<file path="config.mk">
export PLATFORM = sky130hd
export DESIGN_NAME = uart_peripheral
export DESIGN_NICKNAME = d
export VERILOG_FILES = /design/src/rtl/uart_peripheral.sv
export SDC_FILE = /design/constraint.sdc
export NUM_CORES = 1
export LEC_CHECK = 0
export ABC_AREA = 1
export CAP_MARGIN = 25
export CORE_ASPECT_RATIO = 1.2
export CORE_MARGIN = 3
export CORE_UTILIZATION = 37
export DETAILED_ROUTE_END_ITERATION = 16
export SLEW_MARGIN = 20
export SYNTH_ARGS = -nofsm -noshare
export SYNTH_HDL_FRONTEND = slang
export SYNTH_SLANG_ARGS = --single-unit
</file>
<file path="constraint.sdc">
create_clock -name clk -period 3.4 [get_ports clk]
set_input_delay 0.51 -clock clk [delete_from_list [all_inputs] [get_ports clk]]
set_output_delay 0.51 -clock clk [all_outputs]
set_load 0.01 [all_outputs]
</file>
<file path="src/rtl/uart_peripheral.sv">
// Memory-mapped 8N1 UART with a programmable baud divisor.
// The TX and RX engines are independent FSMs that share only the divisor register.
module uart_peripheral #(
  parameter logic [31:0] DIV_RESET = 32'd5208
) (
  input  logic        clk,
  input  logic        rst,
  input  logic        Select,
  input  logic        Write,
  input  logic [31:0] Addr,
  input  logic [31:0] DataIn,
  output logic [31:0] DataOut,
  input  logic        rx,
  output logic        tx,
  output logic        irq
);

  typedef enum logic [1:0] {TXS_IDLE, TXS_START, TXS_DATA, TXS_STOP} tx_state_t;
  typedef enum logic [1:0] {RXS_IDLE, RXS_START, RXS_DATA, RXS_STOP} rx_state_t;

  logic [2:0]  addr;
  logic        wr;
  logic        tx_start_req;
  logic        stat_clear;
  logic        unused_addr;

  logic [7:0]  tx_data;
  logic [31:0] baud_div;
  logic [7:0]  rx_data;
  logic        rx_ready;
  logic        overrun;
  logic        frame_err;

  tx_state_t   tx_state, tx_state_n;
  logic [31:0] tx_cnt, tx_cnt_n;
  logic [31:0] tx_div, tx_div_n;
  logic [7:0]  tx_shift, tx_shift_n;
  logic [2:0]  tx_bit, tx_bit_n;
  logic        tx_last;
  logic        tx_busy;

  rx_state_t   rx_state, rx_state_n;
  logic [31:0] rx_cnt, rx_cnt_n;
  logic [31:0] rx_div, rx_div_n;
  logic [7:0]  rx_shift, rx_shift_n;
  logic [2:0]  rx_bit, rx_bit_n;
  logic        rx_last;
  logic        rx_half;
  logic        rx_set_ready;
  logic        rx_set_ferr;
  logic        rx_s1, rx_s2, rx_s3;
  logic        rx_fall;

  assign addr         = Addr[2:0];
  assign unused_addr  = ^Addr[31:3];
  assign wr           = Select & Write;
  assign tx_start_req = wr && (addr == 3'd1) && DataIn[0];
  assign stat_clear   = wr && (addr == 3'd3);
  assign irq          = rx_ready;

  // Register file; a flag set from the receiver wins over a same-cycle clear.
  always_ff @(posedge clk) begin
    if (rst) begin
      tx_data   <= 8'h00;
      baud_div  <= DIV_RESET;
      rx_data   <= 8'h00;
      rx_ready  <= 1'b0;
      overrun   <= 1'b0;
      frame_err <= 1'b0;
    end else begin
      if (wr && (addr == 3'd0))
        tx_data <= DataIn[7:0];
      if (wr && (addr == 3'd4) && (DataIn >= 32'd4))
        baud_div <= DataIn;
      if (stat_clear) begin
        rx_ready  <= 1'b0;
        overrun   <= 1'b0;
        frame_err <= 1'b0;
      end
      if (rx_set_ready) begin
        rx_data  <= rx_shift;
        rx_ready <= 1'b1;
        if (rx_ready)
          overrun <= 1'b1;
      end
      if (rx_set_ferr)
        frame_err <= 1'b1;
    end
  end

  always_comb begin
    DataOut = 32'h0;
    if (Select) begin
      case (addr)
        3'd0:    DataOut = {24'h0, tx_data};
        3'd1:    DataOut = {31'h0, tx_busy};
        3'd2:    DataOut = {24'h0, rx_data};
        3'd3:    DataOut = {29'h0, frame_err, overrun, rx_ready};
        3'd4:    DataOut = baud_div;
        default: DataOut = 32'h0;
      endcase
    end
  end

  // Transmit engine state
  always_ff @(posedge clk) begin
    if (rst) begin
      tx_state <= TXS_IDLE;
      tx_cnt   <= 32'h0;
      tx_div   <= DIV_RESET;
      tx_shift <= 8'h00;
      tx_bit   <= 3'd0;
    end else begin
      tx_state <= tx_state_n;
      tx_cnt   <= tx_cnt_n;
      tx_div   <= tx_div_n;
      tx_shift <= tx_shift_n;
      tx_bit   <= tx_bit_n;
    end
  end

  assign tx_last = (tx_cnt == tx_div - 32'd1);
  assign tx_busy = (tx_state != TXS_IDLE);

  always_comb begin
    tx_state_n = tx_state;
    tx_cnt_n   = tx_cnt;
    tx_div_n   = tx_div;
    tx_shift_n = tx_shift;
    tx_bit_n   = tx_bit;
    case (tx_state)
      TXS_IDLE: begin
        if (tx_start_req) begin
          tx_state_n = TXS_START;
          tx_shift_n = tx_data;
          tx_div_n   = baud_div;
          tx_cnt_n   = 32'h0;
          tx_bit_n   = 3'd0;
        end
      end
      TXS_START: begin
        tx_cnt_n = tx_cnt + 32'd1;
        if (tx_last) begin
          tx_cnt_n   = 32'h0;
          tx_state_n = TXS_DATA;
        end
      end
      TXS_DATA: begin
        tx_cnt_n = tx_cnt + 32'd1;
        if (tx_last) begin
          tx_cnt_n = 32'h0;
          if (tx_bit == 3'd7) begin
            tx_state_n = TXS_STOP;
          end else begin
            tx_shift_n = {1'b0, tx_shift[7:1]};
            tx_bit_n   = tx_bit + 3'd1;
          end
        end
      end
      TXS_STOP: begin
        tx_cnt_n = tx_cnt + 32'd1;
        if (tx_last) begin
          tx_cnt_n   = 32'h0;
          tx_state_n = TXS_IDLE;
        end
      end
      default: tx_state_n = TXS_IDLE;
    endcase
  end

  always_comb begin
    tx = 1'b1;
    case (tx_state)
      TXS_START: tx = 1'b0;
      TXS_DATA:  tx = tx_shift[0];
      default:   tx = 1'b1;
    endcase
  end

  // rx is asynchronous: two flops to resolve metastability, a third for edge detect
  always_ff @(posedge clk) begin
    if (rst) begin
      rx_s1 <= 1'b1;
      rx_s2 <= 1'b1;
      rx_s3 <= 1'b1;
    end else begin
      rx_s1 <= rx;
      rx_s2 <= rx_s1;
      rx_s3 <= rx_s2;
    end
  end

  assign rx_fall = rx_s3 & ~rx_s2;

  // Receive engine state
  always_ff @(posedge clk) begin
    if (rst) begin
      rx_state <= RXS_IDLE;
      rx_cnt   <= 32'h0;
      rx_div   <= DIV_RESET;
      rx_shift <= 8'h00;
      rx_bit   <= 3'd0;
    end else begin
      rx_state <= rx_state_n;
      rx_cnt   <= rx_cnt_n;
      rx_div   <= rx_div_n;
      rx_shift <= rx_shift_n;
      rx_bit   <= rx_bit_n;
    end
  end

  assign rx_last = (rx_cnt == rx_div - 32'd1);
  assign rx_half = (rx_cnt == (rx_div >> 1) - 32'd1);

  // The start bit is checked half a bit in, so later samples land mid-bit.
  always_comb begin
    rx_state_n   = rx_state;
    rx_cnt_n     = rx_cnt;
    rx_div_n     = rx_div;
    rx_shift_n   = rx_shift;
    rx_bit_n     = rx_bit;
    rx_set_ready = 1'b0;
    rx_set_ferr  = 1'b0;
    case (rx_state)
      RXS_IDLE: begin
        if (rx_fall) begin
          rx_state_n = RXS_START;
          rx_div_n   = baud_div;
          rx_cnt_n   = 32'h0;
        end
      end
      RXS_START: begin
        rx_cnt_n = rx_cnt + 32'd1;
        if (rx_half) begin
          rx_cnt_n = 32'h0;
          rx_bit_n = 3'd0;
          if (!rx_s2)
            rx_state_n = RXS_DATA;
          else
            rx_state_n = RXS_IDLE;
        end
      end
      RXS_DATA: begin
        rx_cnt_n = rx_cnt + 32'd1;
        if (rx_last) begin
          rx_cnt_n   = 32'h0;
          rx_shift_n = {rx_s2, rx_shift[7:1]};
          if (rx_bit == 3'd7)
            rx_state_n = RXS_STOP;
          else
            rx_bit_n = rx_bit + 3'd1;
        end
      end
      RXS_STOP: begin
        rx_cnt_n = rx_cnt + 32'd1;
        if (rx_last) begin
          rx_cnt_n   = 32'h0;
          rx_state_n = RXS_IDLE;
          if (rx_s2)
            rx_set_ready = 1'b1;
          else
            rx_set_ferr = 1'b1;
        end
      end
      default: rx_state_n = RXS_IDLE;
    endcase
  end

endmodule
</file>
==> flow_metrics.env <==
export IMPL_synthMuxAreaShare=0.000730
export IMPL_busiest_layer="met2"
export IMPL_cp_buffers_inverters=4
export IMPL_path_clk_slew_ns=0.06
export IMPL_min_period_over_period=0.909
export IMPL_power_density_mw_per_mm2=425
export IMPL_syn_mean_instance_area_sq_um=6.43
export IMPL_hold_class="reg2reg"
export IMPL_synth_area_sq_mm=0.0137
export IMPL_via_per_inst=4.97
export IMPL_hold_buffers=0
export IMPL_first_pass_iters=5
export IMPL_layout_commonest_cell="nand2_1"
export IMPL_synth_xor_area_share=0.104
export IMPL_synth_simple_area_share=0.358
export IMPL_gr_total_overflow=0
export IMPL_timing_rr_start="rx_div[1]"
export IMPL_wire_per_inst_um=15.2
export IMPL_synth_warning_count=0
export IMPL_die_h_um=217
export IMPL_tns_ns=0
export IMPL_critical_path_endpoint_type="register"
export IMPL_post_cts_buffers=0
export IMPL_grt_pass1_vias=12732
export IMPL_ys_seq_area_frac=0.304
export IMPL_path_class="reg2reg"
export IMPL_drv_slew=0
export IMPL_grt_max_degree=64
export IMPL_synthArstFlopShare=0
export IMPL_die_width_um=182
export IMPL_drv_cap=0
export IMPL_initial_core_util=0.378
export IMPL_fmax_ghz=0.323
export IMPL_num_io_pins=103
export IMPL_multi_input_area_sq_mm=0.00811
export IMPL_antenna_cells=0
export IMPL_grt_util_met3=0.0176
export IMPL_grt_usage=0.201
export IMPL_grtUsageMet1=0.257
export IMPL_synth_edf_count=0
export IMPL_numCtsBuffers=24
export IMPL_num_vias=13146
export IMPL_drt_wl_total_um=40300
export IMPL_synth_cells=2131
export IMPL_insertion_delay_ns=0.53
export IMPL_min_from="rx_s1"
export IMPL_place_congestion=0.981
export IMPL_clkSinkCount=208
export IMPL_cts_max_level=1
export IMPL_crit_chain="inv_1 -> ha_1 -> inv_1 -> nor2_1 -> nand2_1 -> nor2_4 -> nand4_1 -> xnor2_1 -> nor2_1 -> nand3_1 -> nor2_4 -> nand2_2 -> nand2_2 -> nand2_4 -> inv_8 -> o21ai_0 -> nand2_1 -> inv_1"
export IMPL_use_met2=0.348
export IMPL_ys_types=49
export IMPL_timing_final_crit_period_ns=3.09
export IMPL_rsz0062_at_grt="no"
export IMPL_syn_to_final_growth_pct=13.2
export IMPL_drc=0
export IMPL_synth_flop_cell="dfxtp_1"
export IMPL_irDropWorstVdd_mv=0.267
export IMPL_core_sq_mm=0.0362
export IMPL_grt_first_pass_wirelength_um=65600
export IMPL_leakagePower_uw=0.00645
export IMPL_finalSetupViolations=0
export IMPL_cts_tree="built"
export IMPL_crit_arrival_ns=3.51
export IMPL_synth_top_family_by_area="simple AND/OR/NAND/NOR gates"
export IMPL_p_total_uw=6590
export IMPL_max_slew_margin_rel=0.473
export IMPL_critPathMaxFanout=25
export IMPL_antenna_found_initial=0
export IMPL_synthAdderAreaFrac=0.0119
export IMPL_cp_top_family="simple AND/OR/NAND/NOR gates"
export IMPL_tightestPinTransition_ns=0.785
export IMPL_clockBufferDepth=3
export IMPL_status="finished, final reports clean"
export IMPL_first_iter_violations=824
export IMPL_timing_final_hold_violations=0
export IMPL_synth_nets=2213
export IMPL_clock_skew_final_ns=0.0156
export IMPL_fillCellCount=3740
export IMPL_drive_gt1_frac=0.0721
export IMPL_synth_compound_area_frac=0.116
export IMPL_cp_slowest_cell="dfxtp_1"
export IMPL_crit_top_cell="inv_1"
export IMPL_synth_seq_cells=208
export IMPL_seq_area_sq_mm=0.00416
export IMPL_most_common_layout_cells="nand2_1 (529), nor2_1 (286), inv_1 (235)"
export IMPL_nets=2246
export IMPL_io_buffers=73
export IMPL_hpwl_um=31100
export IMPL_std_cell_rows=76
export IMPL_worstPathRequired_ns=3.82
export IMPL_cts_root_buf="clkbuf_16"
export IMPL_final_antenna_net_count=0
export IMPL_fp_dieArea_sq_mm=0.0394
export IMPL_max_stage_delay_ns=0.31
export IMPL_crit_path_start="rx_div[1]"
export IMPL_worst_setup_path_start_kind="register"
[routing by layer]
metal	vias to the layer above	routed length, um
li1	6832	-
met1	5985	17700
met2	243	19600
met3	86	1420
met4	0	1600
met5	-	0
[area by class of cell]
cell class / count / area share
Multi-Input combinational cell: 1586 / 0.522
Sequential cell: 208 / 0.268
Timing Repair Buffer: 99 / 0.0601
Inverter: 245 / 0.0599
Clock buffer: 30 / 0.0441
Tap cell: 468 / 0.0377
Clock inverter: 10 / 0.00750
[cell usage after synthesis, types with 10 or more instances]
cell type | instances | area share
xor2_1 | 121 | 0.077
clkbuf_1 | 56 | 0.015
nand3_1 | 132 | 0.048
nand3b_1 | 22 | 0.012
nand4_1 | 43 | 0.020
ha_1 | 13 | 0.012
dfxtp_1 | 208 | 0.30
o21ai_2 | 20 | 0.013
nor2_2 | 18 | 0.0082
inv_1 | 235 | 0.064
nor3_1 | 27 | 0.0099
nor2_1 | 286 | 0.078
a21oi_1 | 126 | 0.046
clkbuf_8 | 10 | 0.010
nor4_1 | 13 | 0.0059
nand2_1 | 530 | 0.15
xnor2_1 | 40 | 0.026
o21ai_0 | 119 | 0.043
nor2_4 | 13 | 0.011
[through the flow]
| stage | util | setup slack (ns) | instances | hold slack, ns | cell area [sq um] |
|---|---|---|---|---|---|
| 3_5_place_dp | 0.406 | 0.265 | 2606 | 0.403 | 14700 |
| 5_1_grt | 0.428 | 0.0413 | 2646 | 0.444 | 15500 |
| 3_3_place_gp | 0.406 | 0.324 | 2606 | 0.396 | 14700 |
| 4_1_cts | 0.428 | 0.258 | 2646 | 0.417 | 15500 |
| 6_report | 0.428 | 0.309 | 2646 | 0.417 | 15500 |
| 2_1_floorplan | - | 0.985 | 2131 | 0.389 | 13700 |
[power by group]
group | total [uW] | leakage [uW] | switching, uW | internal, uW
sequential | 2660 | 0.00168 | 120 | 2540
combinational | 1310 | 0.00439 | 901 | 410
clock | 2620 | 0.000379 | 1050 | 1570
[cells by family after synthesis]
group	Yosys count
buffers and inverters	337
AO/OA/AOI/OAI	292
adder cells (fa/ha/maj)	13
flip-flops	208
multiplexers	1
AND/OR/NAND/NOR	1118
XOR/XNOR	162
[registers in the layout, summed over array words and instances, names as in the netlist, named ones only]
register	cells
rx_cnt	32
tx_data	8
tx_cnt	32
rx_s1	1
tx_div	32
rx_data	8
rx_s2	1
overrun	1
frame_err	1
tx_shift	8
rx_state	1
baud_div	32
rx_bit	3
tx_state	2
rx_shift	8
rx_s3	1
irq	1
tx_bit	3
rx_div	32
[worst paths after layout]
| check | endpoint | cells after the start | slack (ns) |
|---|---|---|---|
| max | rx_cnt[6] | 18 | 0.31 |
| min | rx_s2 | 1 | 0.42 |
| max reg2reg | rx_cnt[6] | 18 | 0.31 |
| min reg2reg | rx_s2 | 1 | 0.42 |
[worst reg2reg max path, delay by kind of cell (launching register included)]
kind	cells	cell delay (ns)
AO/OA/AOI/OAI	1	0.12
XOR/XNOR	1	0.18
adder cells (fa/ha/maj)	1	0.28
buffers and inverters	4	0.47
flip-flops	1	0.31
AND/OR/NAND/NOR	11	1.63
[repair_timing]
action / in CTS / in global routing
resized for setup: 0 / 3
endpoints found under the hold margin: 0 / 0
endpoints found under the setup margin: 0 / 12
No activity file was read; power rests on OpenSTA's default activity.
